[src/rtl/hh_pkg.sv]
// Shared constants and helpers for the hh_neuron_bank spiking-neuron slice.
//   Default parameter values, index-width helper, saturating add.
package hh_pkg;

   localparam int unsigned N_NEURONS_DEF  = 4;
   localparam int unsigned V_WIDTH_DEF    = 8;
   localparam int unsigned I_WIDTH_DEF    = 8;
   localparam int unsigned LEAK_SHIFT_DEF = 3;
   localparam int unsigned THRESH_DEF     = 200;
   localparam int unsigned V_RESET_DEF    = 0;
   localparam int unsigned REFRAC_DEF     = 2;
   localparam int unsigned COUNT_W        = 8;

   // Width needed to index n items; never below 1 bit.
   function automatic int unsigned idx_width(input int unsigned n);
      return (n <= 2) ? 1 : $clog2(n);
   endfunction

   // a + b clamped at maxv (operands are small, no 32-bit wrap possible).
   function automatic int unsigned sat_add(input int unsigned a,
                                           input int unsigned b,
                                           input int unsigned maxv);
      int unsigned s;
      s = a + b;
      return (s > maxv) ? maxv : s;
   endfunction

endpackage

[src/rtl/hh_spike_fifo.sv]
// Two-entry in-order event FIFO with valid/ready drain and sticky overflow.
//   push/push_data : enqueue request (dropped when full and not popping)
//   valid/data     : head entry (data is 0 when empty)
//   ready          : consumer accepts head
//   overflow       : set when an event is dropped, cleared only by reset
module hh_spike_fifo #(
   parameter int unsigned DATA_W = 2
) (
   input  logic              clk,
   input  logic              rst_n,
   input  logic              push,
   input  logic [DATA_W-1:0] push_data,
   output logic              valid,
   output logic [DATA_W-1:0] data,
   input  logic              ready,
   output logic              overflow
);

   logic              v1_q;
   logic [DATA_W-1:0] d1_q;
   logic              n_v0, n_v1, n_ovf;
   logic [DATA_W-1:0] n_d0, n_d1;

   // Pop first (shift tail into head), then place the push in the first free slot.
   always_comb begin
      n_v0  = valid;
      n_d0  = data;
      n_v1  = v1_q;
      n_d1  = d1_q;
      n_ovf = overflow;
      if (valid && ready) begin
         n_v0 = v1_q;
         n_d0 = v1_q ? d1_q : '0;
         n_v1 = 1'b0;
         n_d1 = '0;
      end
      if (push) begin
         if (!n_v0) begin
            n_v0 = 1'b1;
            n_d0 = push_data;
         end else if (!n_v1) begin
            n_v1 = 1'b1;
            n_d1 = push_data;
         end else begin
            n_ovf = 1'b1;
         end
      end
   end

   always_ff @(posedge clk or negedge rst_n) begin
      if (!rst_n) begin
         valid    <= 1'b0;
         data     <= '0;
         v1_q     <= 1'b0;
         d1_q     <= '0;
         overflow <= 1'b0;
      end else begin
         valid    <= n_v0;
         data     <= n_d0;
         v1_q     <= n_v1;
         d1_q     <= n_d1;
         overflow <= n_ovf;
      end
   end

endmodule

[src/rtl/hh_neuron_bank.sv]
// Time-multiplexed bank of leaky integrate-and-fire neurons sharing one datapath.
// A round-robin index updates one neuron per enabled cycle; spikes appear on
// spike_vec one cycle later and are queued as IDs in a 2-entry event FIFO.
//   clk, rst_n        : clock, async active-low reset
//   ena               : advance scheduler / perform update
//   stim_current      : packed per-neuron stimulus
//   mon_sel           : monitored neuron for state_out / count_out
//   state_out         : registered membrane value of mon_sel
//   spike_vec         : one-cycle spike pulses
//   ev_valid/ev_id/ev_ready/ev_overflow : spike ID event stream
//   count_out         : per-neuron spike count (SPIKE_COUNT_EN), else 0
// Optional feature macro: SPIKE_COUNT_EN
module hh_neuron_bank
   import hh_pkg::*;
#(
   parameter int unsigned N_NEURONS  = N_NEURONS_DEF,
   parameter int unsigned V_WIDTH    = V_WIDTH_DEF,
   parameter int unsigned I_WIDTH    = I_WIDTH_DEF,
   parameter int unsigned LEAK_SHIFT = LEAK_SHIFT_DEF,
   parameter int unsigned THRESH     = THRESH_DEF,
   parameter int unsigned V_RESET    = V_RESET_DEF,
   parameter int unsigned REFRAC     = REFRAC_DEF
) (
   input  logic                               clk,
   input  logic                               rst_n,
   input  logic                               ena,
   input  logic [N_NEURONS*I_WIDTH-1:0]       stim_current,
   input  logic [idx_width(N_NEURONS)-1:0]    mon_sel,
   output logic [V_WIDTH-1:0]                 state_out,
   output logic [N_NEURONS-1:0]               spike_vec,
   output logic                               ev_valid,
   output logic [idx_width(N_NEURONS)-1:0]    ev_id,
   input  logic                               ev_ready,
   output logic                               ev_overflow,
   output logic [COUNT_W-1:0]                 count_out
);

   localparam int unsigned IDX_W = idx_width(N_NEURONS);
   localparam int unsigned R_W   = idx_width(REFRAC + 1);
   localparam int unsigned V_MAX = (2 ** V_WIDTH) - 1;

   logic [V_WIDTH-1:0] v_q      [N_NEURONS];
   logic [R_W-1:0]     refrac_q [N_NEURONS];
   logic [IDX_W-1:0]   idx_q;

   logic [V_WIDTH-1:0] cur_v, leaked, next_v;
   logic [I_WIDTH-1:0] cur_i;
   logic [R_W-1:0]     cur_r, next_r;
   int unsigned        sum;
   logic               spike_c, push_c, mon_ok_c;

   // Shared update datapath for the neuron currently addressed by idx_q.
   always_comb begin
      cur_v   = v_q[idx_q];
      cur_r   = refrac_q[idx_q];
      cur_i   = stim_current[idx_q*I_WIDTH +: I_WIDTH];
      leaked  = cur_v - (cur_v >> LEAK_SHIFT);
      sum     = sat_add(32'(leaked), 32'(cur_i), V_MAX);
      spike_c = 1'b0;
      next_v  = V_WIDTH'(sum);
      next_r  = cur_r;
      if (cur_r != '0) begin
         next_r = cur_r - R_W'(1);
         next_v = V_WIDTH'(V_RESET);
      end else if (sum >= THRESH) begin
         spike_c = 1'b1;
         next_v  = V_WIDTH'(V_RESET);
         next_r  = R_W'(REFRAC);
      end
   end

   assign push_c = ena && spike_c;

   // Out-of-range monitor selects only exist when N is not a power of two.
   if (N_NEURONS < (2 ** IDX_W)) begin : g_mon_range
      assign mon_ok_c = (mon_sel < IDX_W'(N_NEURONS));
   end else begin : g_mon_full
      assign mon_ok_c = 1'b1;
   end

   // Neuron state, scheduler and registered monitor/spike outputs.
   always_ff @(posedge clk or negedge rst_n) begin
      if (!rst_n) begin
         idx_q     <= '0;
         spike_vec <= '0;
         state_out <= '0;
         for (int i = 0; i < N_NEURONS; i++) begin
            v_q[i]      <= '0;
            refrac_q[i] <= '0;
         end
      end else begin
         spike_vec <= '0;
         state_out <= mon_ok_c ? v_q[mon_sel] : '0;
         if (ena) begin
            v_q[idx_q]       <= next_v;
            refrac_q[idx_q]  <= next_r;
            spike_vec[idx_q] <= spike_c;
            idx_q <= (idx_q == IDX_W'(N_NEURONS - 1)) ? '0 : idx_q + IDX_W'(1);
         end
      end
   end

`ifdef SPIKE_COUNT_EN
   logic [COUNT_W-1:0] cnt_q [N_NEURONS];

   // Saturating per-neuron spike counters.
   always_ff @(posedge clk or negedge rst_n) begin
      if (!rst_n) begin
         count_out <= '0;
         for (int i = 0; i < N_NEURONS; i++) cnt_q[i] <= '0;
      end else begin
         count_out <= mon_ok_c ? cnt_q[mon_sel] : '0;
         if (push_c && (cnt_q[idx_q] != '1)) cnt_q[idx_q] <= cnt_q[idx_q] + COUNT_W'(1);
      end
   end
`else
   assign count_out = '0;
`endif

   hh_spike_fifo #(
      .DATA_W (IDX_W)
   ) u_fifo (
      .clk       (clk),
      .rst_n     (rst_n),
      .push      (push_c),
      .push_data (idx_q),
      .valid     (ev_valid),
      .data      (ev_id),
      .ready     (ev_ready),
      .overflow  (ev_overflow)
   );

endmodule

[config.mk]
export PLATFORM = sky130hd
export DESIGN_NAME = hh_neuron_bank
export DESIGN_NICKNAME = d
export VERILOG_FILES = /design/src/rtl/hh_pkg.sv /design/src/rtl/hh_spike_fifo.sv /design/src/rtl/hh_neuron_bank.sv
export SDC_FILE = /design/constraint.sdc
export NUM_CORES = 1
export LEC_CHECK = 0
export ABC_AREA = 0
export BUFFER_PORTS_ARGS = -buffer_cell sky130_fd_sc_hd__buf_2
export CORE_MARGIN = 2
export CORE_UTILIZATION = 28
export DETAILED_ROUTE_END_ITERATION = 7
export PLACE_DENSITY = 0.5
export SYNTH_ARGS = -nofsm -noshare
export SYNTH_HDL_FRONTEND = slang
export SYNTH_SLANG_ARGS = --single-unit
[constraint.sdc]
create_clock -name clk -period 5.8 [get_ports clk]
set_clock_uncertainty 0.05 [all_clocks]
set_input_delay 1.16 -clock clk [delete_from_list [all_inputs] [get_ports clk]]
set_output_delay 1.16 -clock clk [all_outputs]
set_load 0.05 [all_outputs]
==> impl_metrics.py, run 1 <==
metrics = {
    "run_status": {
        "status": "finished, final reports clean",
    },
    "final_layout": {
        "stdcell_area_um2": 4420,
        "drive_gt1_share_pct": 28.9,
        "area_delta_synth_final_pct": 18.4,
        "layout_commonest_cell": "dfrtp_1",
        "layout_common_cells": "61 x dfrtp_1, 53 x buf_2, 52 x nand2_1",
        "multiInputGateArea_um2": 2060,
        "regArea_um2": 1530,
        "antenna_cells": 0,
        "nNetsFinal": 444,
        "num-fill-cells": 1339,
    },
    "sta": {
        "max_freq_ghz": 0.193,
        "setup_viol": 0,
        "post-route-period-util_pct": 89.4,
        "tightest_slew_ns": 0.815,
        "hold_viol": 0,
        "slew_violations": 0,
        "tns_ns": 0,
        "relSlewSlack_pct": 45.7,
        "rsz0062_at_grt": "false",
        "period_minus_slack_ns": 5.19,
    },
    "setup_path": {
        "cp_slowest_stage_delay_ns": 0.63,
        "critPathCaptureType": "flop",
        "cp_slowest_cell": "dfrtp_1",
        "crit_buf_inv": 2,
        "crit_fanout": 12,
        "required_ns": 5.96,
        "worstReg2RegStart": "idx_q[0]$_DFFE_PN0P_",
        "critPathLaunchType": "flop",
        "critical_path_class": "flop to flop",
        "startpoint": "idx_q[0]$_DFFE_PN0P_",
        "crit_family": "simple AND/OR/NAND/NOR gates",
        "crit_arrival_ns": 5.35,
        "crit_chain": "buf_4 > mux4_2 > inv_1 > ha_1 > o21ai_0 > a21boi_0 > o21ai_0 > nor4b_1 > xnor2_1 > ha_1 > nand2_1 > a211o_1 > and3_4 > mux2_4 > or4_4 > a311o_1",
    },
    "floorplanning": {
        "die_area_um2": 14300,
        "coreArea_um2": 13100,
        "die_x_um": 119,
        "start_util_pct": 28.4,
        "ioPinCount": 62,
        "die_h_um": 119,
        "rows": 42,
    },
    "logic_synthesis": {
        "synth_cells": 334,
        "syn_avg_cell_area_um2": 11.2,
        "ys_seq_area_share_pct": 40.9,
        "syn-cell-area_um2": 3730,
        "async_reset_ff_share_pct": 100,
        "synth_edf_count": 0,
        "ys_ff_latch": 61,
        "synth_cell_types": 50,
        "yosysWarnings": 0,
        "synth_ff_type": "dfrtp_1",
    },
    "place": {
        "placed_cell_area_um2": 4160,
        "hpwl_um": 6540,
        "globalplace.congestion": 0.921,
        "io_buffers": 53,
    },
    "clocking": {
        "cts.htree.levels": 3,
        "clk_latency_ns": 0.33,
        "cts-buffers-inserted": 9,
        "clk_pin_slew_ns": 0.06,
        "cts-root-buf": "clkbuf_16",
        "clockBufferDepth": 2,
        "clock-sinks": 61,
        "cts_tree": "done",
        "cts_setup_buffers": 0,
        "post_cts_resized": 0,
        "postCtsHoldBufs": 0,
    },
    "global_routing": {
        "antenna_found_initial": 0,
        "grt_max_degree": 62,
        "grt_pass1_vias": 2811,
        "grt_overflow": 0,
        "grt_util_all_layers_pct": 13.8,
        "grt_pass1_wl_um": 15300,
    },
    "job": {
        "maxCapViolCount": 0,
    },
    "detailed_routing": {
        "route.detailed.drc": 0,
        "vias": 2780,
        "drt_iter0_drc": 200,
        "via_per_inst": 4.90,
        "firstDrtPassIters": 4,
        "ant_nets": 0,
        "routed_wl_um": 9160,
        "wl_per_cell_um": 16.2,
    },
    "worst_hold_path": {
        "hold_path.class": "flop to flop",
        "hold_start": "u_fifo.overflow$_DFFE_PN0P_",
    },
}
[worst paths after layout]
kind	to	slack [ns]	cells after the start
max in group asynchronous	u_fifo.data[0]$_DFF_PN0_	4.20	2
max	u_fifo.d1_q[1]$_DFF_PN0_	0.61	16
min in group asynchronous	state_out[0]$_DFF_PN0_	0.96	2
min reg2reg	u_fifo.overflow$_DFFE_PN0P_	0.42	1
min	u_fifo.overflow$_DFFE_PN0P_	0.42	1
max reg2reg	u_fifo.d1_q[1]$_DFF_PN0_	0.61	16
[cell families after synthesis]
| logic type | synth area share, % |
|---|---|
| XOR/XNOR | 1.64 |
| AND/OR/NAND/NOR | 11.7 |
| buffers and inverters | 4.76 |
| adder cells (fa/ha/maj) | 6.77 |
| flip-flops | 40.9 |
| AO/OA/AOI/OAI | 14.8 |
| other | 0.100 |
| multiplexers | 19.4 |
[registers in the layout (all words and copies together) (netlist names)]
name and flops:
u_fifo.overflow 1, refrac_q 8, u_fifo.data 2, v_q 32, state_out 8, u_fifo.valid 1
spike_vec 4, u_fifo.d1_q 2, u_fifo.v1_q 1, idx_q 2
[cell type report]
type | count | area share (%)
inverter | 15 | 1.27
timing repair buffer | 58 | 6.85
tap | 176 | 4.98
multi-input combinational | 242 | 46.5
sequential | 61 | 34.5
clock inverter | 2 | 0.226
clock buffer | 13 | 5.66
[cell usage after synthesis (all sizes together) (6+ instances only)]
cell type,n,area (um^2)
a21oi,7,35.0
inv,15,56.3
ha,17,213
buf,16,95.1
clkbuf,7,26.3
nand3,6,30.0
mux4,26,586
dfrtp,61,1530
mux2,11,128
o21ai,14,73.8
nand2,53,201
o31ai,28,210
nor2,11,41.3
nor2b,7,43.8
[stage by stage]
step / setup slack (ns) / cells / hold WS [ns] / utilization, %
2_1_floorplan: 0.538 / 341 / 0.395 / -
3_3_place_gp: 0.721 / 552 / 0.402 / 31.7
6_report: 0.613 / 567 / 0.420 / 33.7
5_1_grt: 0.176 / 567 / 0.440 / 33.7
4_1_cts: 0.559 / 567 / 0.422 / 33.7
3_5_place_dp: 0.577 / 552 / 0.404 / 31.7
[layer usage]
metal  vias up  share of wire (%)  GRT usage, %
met1      1382                 47          19.0
met4         0               0.91          4.34
li1       1341                  -             -
met2        49                 48          21.6
met5         -                  0             0
met3         8                3.4          3.28
Power of run 1 is left out: the tool's default activity adds up to more than one toggle a clock period on the data nets, which glitch-free logic cannot reach.
==> run 2, diff against run 1 <==
- CTS_BUF_LIST: default -> sky130_fd_sc_hd__clkbuf_16
- PLACE_DENSITY: 0.5 -> default
- PLACE_DENSITY_LB_ADDON: default -> 0.05
==> run 2 against run 1 <==
  * Wire length rose by 6.0%
  * Die area is the same
  * Sequential cell count did not move
==> impl_metrics.py, run 2 (synthesis results as in run 1) <==
metrics = {
    "floorplanning": {
        "die_h_um": 119,
        "ioPinCount": 62,
        "die_area_um2": 14300,
        "rows": 42,
        "start_util_pct": 28.4,
        "coreArea_um2": 13100,
        "die_x_um": 119,
    },
    "setup_path": {
        "crit_chain": "mux4_2 > inv_1 > ha_1 > inv_1 > fa_1 > nand2_1 > nand2_1 > a21oi_1 > xnor2_1 > ha_1 > a21o_1 > a21o_1 > a221oi_1 > mux2_4 > or4_4 > a311o_1",
        "critical_path_class": "flop to flop",
        "crit_arrival_ns": 5.31,
        "r2r-end": "u_fifo.d1_q[0]$_DFF_PN0_",
        "crit_buf_inv": 2,
        "critPathLaunchType": "flop",
        "reg2regPathDepth": 16,
        "worst-path-stages": 16,
        "crit_family": "compound AO/OA/AOI/OAI gates",
        "cp_slowest_cell": "dfrtp_1",
        "r2r_setup_slack_ns": 0.65,
        "critPathCaptureType": "flop",
        "crit_fanout": 12,
        "worstReg2RegStart": "idx_q[0]$_DFFE_PN0P_",
        "cp_slowest_stage_delay_ns": 0.64,
        "required_ns": 5.97,
    },
    "global_routing": {
        "grt_pass1_vias": 2832,
        "antenna_found_initial": 0,
        "grt_util_all_layers_pct": 14.6,
        "grt_pass1_wl_um": 15700,
        "grt_overflow": 0,
        "grt_max_degree": 62,
    },
    "final_layout": {
        "final_cells": 569,
        "regMostFlops": "v_q",
        "layout_common_cells": "61 x dfrtp_1, 53 x buf_2, 52 x nand2_1",
        "nNetsFinal": 445,
        "largestRegisters": "v_q x32, refrac_q x8, state_out x8",
        "drive_gt1_share_pct": 29.5,
        "antenna_cells": 0,
        "largest_reg_flops": 32,
        "area_delta_synth_final_pct": 19.9,
        "layout_commonest_cell": "dfrtp_1",
    },
    "detailed_routing": {
        "firstDrtPassIters": 6,
        "drt_iter0_drc": 206,
        "routed_wl_um": 9720,
        "route.detailed.drc": 0,
        "ant_nets": 0,
        "wl_per_cell_um": 17.1,
        "vias": 2780,
        "via_per_inst": 4.89,
    },
    "sta": {
        "period_minus_slack_ns": 5.15,
        "post-route-period-util_pct": 88.7,
        "setup_viol": 0,
        "tightest_slew_ns": 0.812,
        "max_freq_ghz": 0.194,
        "tns_ns": 0,
        "rsz0062_at_grt": "false",
        "slew_violations": 0,
        "setup_slack_ns": 0.653,
        "relSlewSlack_pct": 45.8,
        "hold_viol": 0,
    },
    "clocking": {
        "cts-buffers-inserted": 9,
        "cts_tree": "done",
        "clk_pin_slew_ns": 0.05,
        "cts.htree.levels": 3,
        "cts-root-buf": "clkbuf_16",
        "clk_latency_ns": 0.34,
        "clockBufferDepth": 2,
        "clock-sinks": 61,
        "postCtsHoldBufs": 0,
        "cts_setup_buffers": 0,
        "post_cts_resized": 0,
    },
    "place": {
        "io_buffers": 53,
        "dp_cells": 553,
        "place_ws_ns": 0.668,
        "hpwl_um": 7050,
        "globalplace.congestion": 0.822,
    },
    "run_status": {
        "status": "finished, final reports clean",
    },
    "worst_hold_path": {
        "hold_path.class": "flop to flop",
        "whs_path_depth": 1,
        "hold_end": "u_fifo.overflow$_DFFE_PN0P_",
        "hold_start": "u_fifo.overflow$_DFFE_PN0P_",
    },
    "job": {
        "maxCapViolCount": 0,
    },
}
==> run 2: changes by cell type in the layout (fill, tap and decap cells not counted), sizes merged <==
cell	delta
inv	+2
clkinv	+1
clkbuf	-4
bufinv	+2
buf	+1
==> run 2: through the flow <==
stage                     hold WS (ns)  instance area (um^2)  util (%)
after floorplan                  0.395                  3760         -
after global placement           0.403                  4170      31.7
after detailed placement         0.403                  4170      31.7
after CTS                        0.417                  4480      34.1
after global routing             0.427                  4480      34.1
final                            0.410                  4480      34.1
==> run 2: per-layer routing <==
metal,track usage [%],routed length [um]
met1,19.8,4550
met2,23.0,4600
met3,4.23,468
met4,3.97,101
met5,0,0
==> run 2: worst reg2reg max path, delay by kind of cell, from the launching register on <==
family / cells / cell delay (ns)
buffers and inverters: 2 / 0.14
and+or+nand+nor: 3 / 0.64
AOI/OAI and AO/OA: 5 / 1.47
DFF: 1 / 0.64
adders and majority gates: 3 / 0.96
muxes: 2 / 1.01
xor gates and xnor gates: 1 / 0.11
==> run 2: how the worst max path moves through the flow <==
stage | from | to | slack [ns]
floorplan | idx_q[0]$_DFFE_PN0P_ | u_fifo.d1_q[1]$_DFF_PN0_ | 0.54
global placement | idx_q[0]$_DFFE_PN0P_ | u_fifo.d1_q[0]$_DFF_PN0_ | 0.72
detailed placement | idx_q[0]$_DFFE_PN0P_ | u_fifo.d1_q[0]$_DFF_PN0_ | 0.67
CTS | idx_q[0]$_DFFE_PN0P_ | u_fifo.d1_q[1]$_DFF_PN0_ | 0.65
global route | idx_q[0]$_DFFE_PN0P_ | u_fifo.d1_q[0]$_DFF_PN0_ | 0.30
finish | idx_q[0]$_DFFE_PN0P_ | u_fifo.d1_q[0]$_DFF_PN0_ | 0.65
==> run 2: area by class of cell <==
class                           count  area (um^2)
Clock buffer                        9          225
Tap cell                          176          220
Timing Repair Buffer               59          310
Sequential cell                    61         1530
Multi-Input combinational cell    242         2060
Clock inverter                      7         82.6
Inverter                           15         56.3
Fill cell                        1369         8660
Power of run 2 is left out for the same reason.
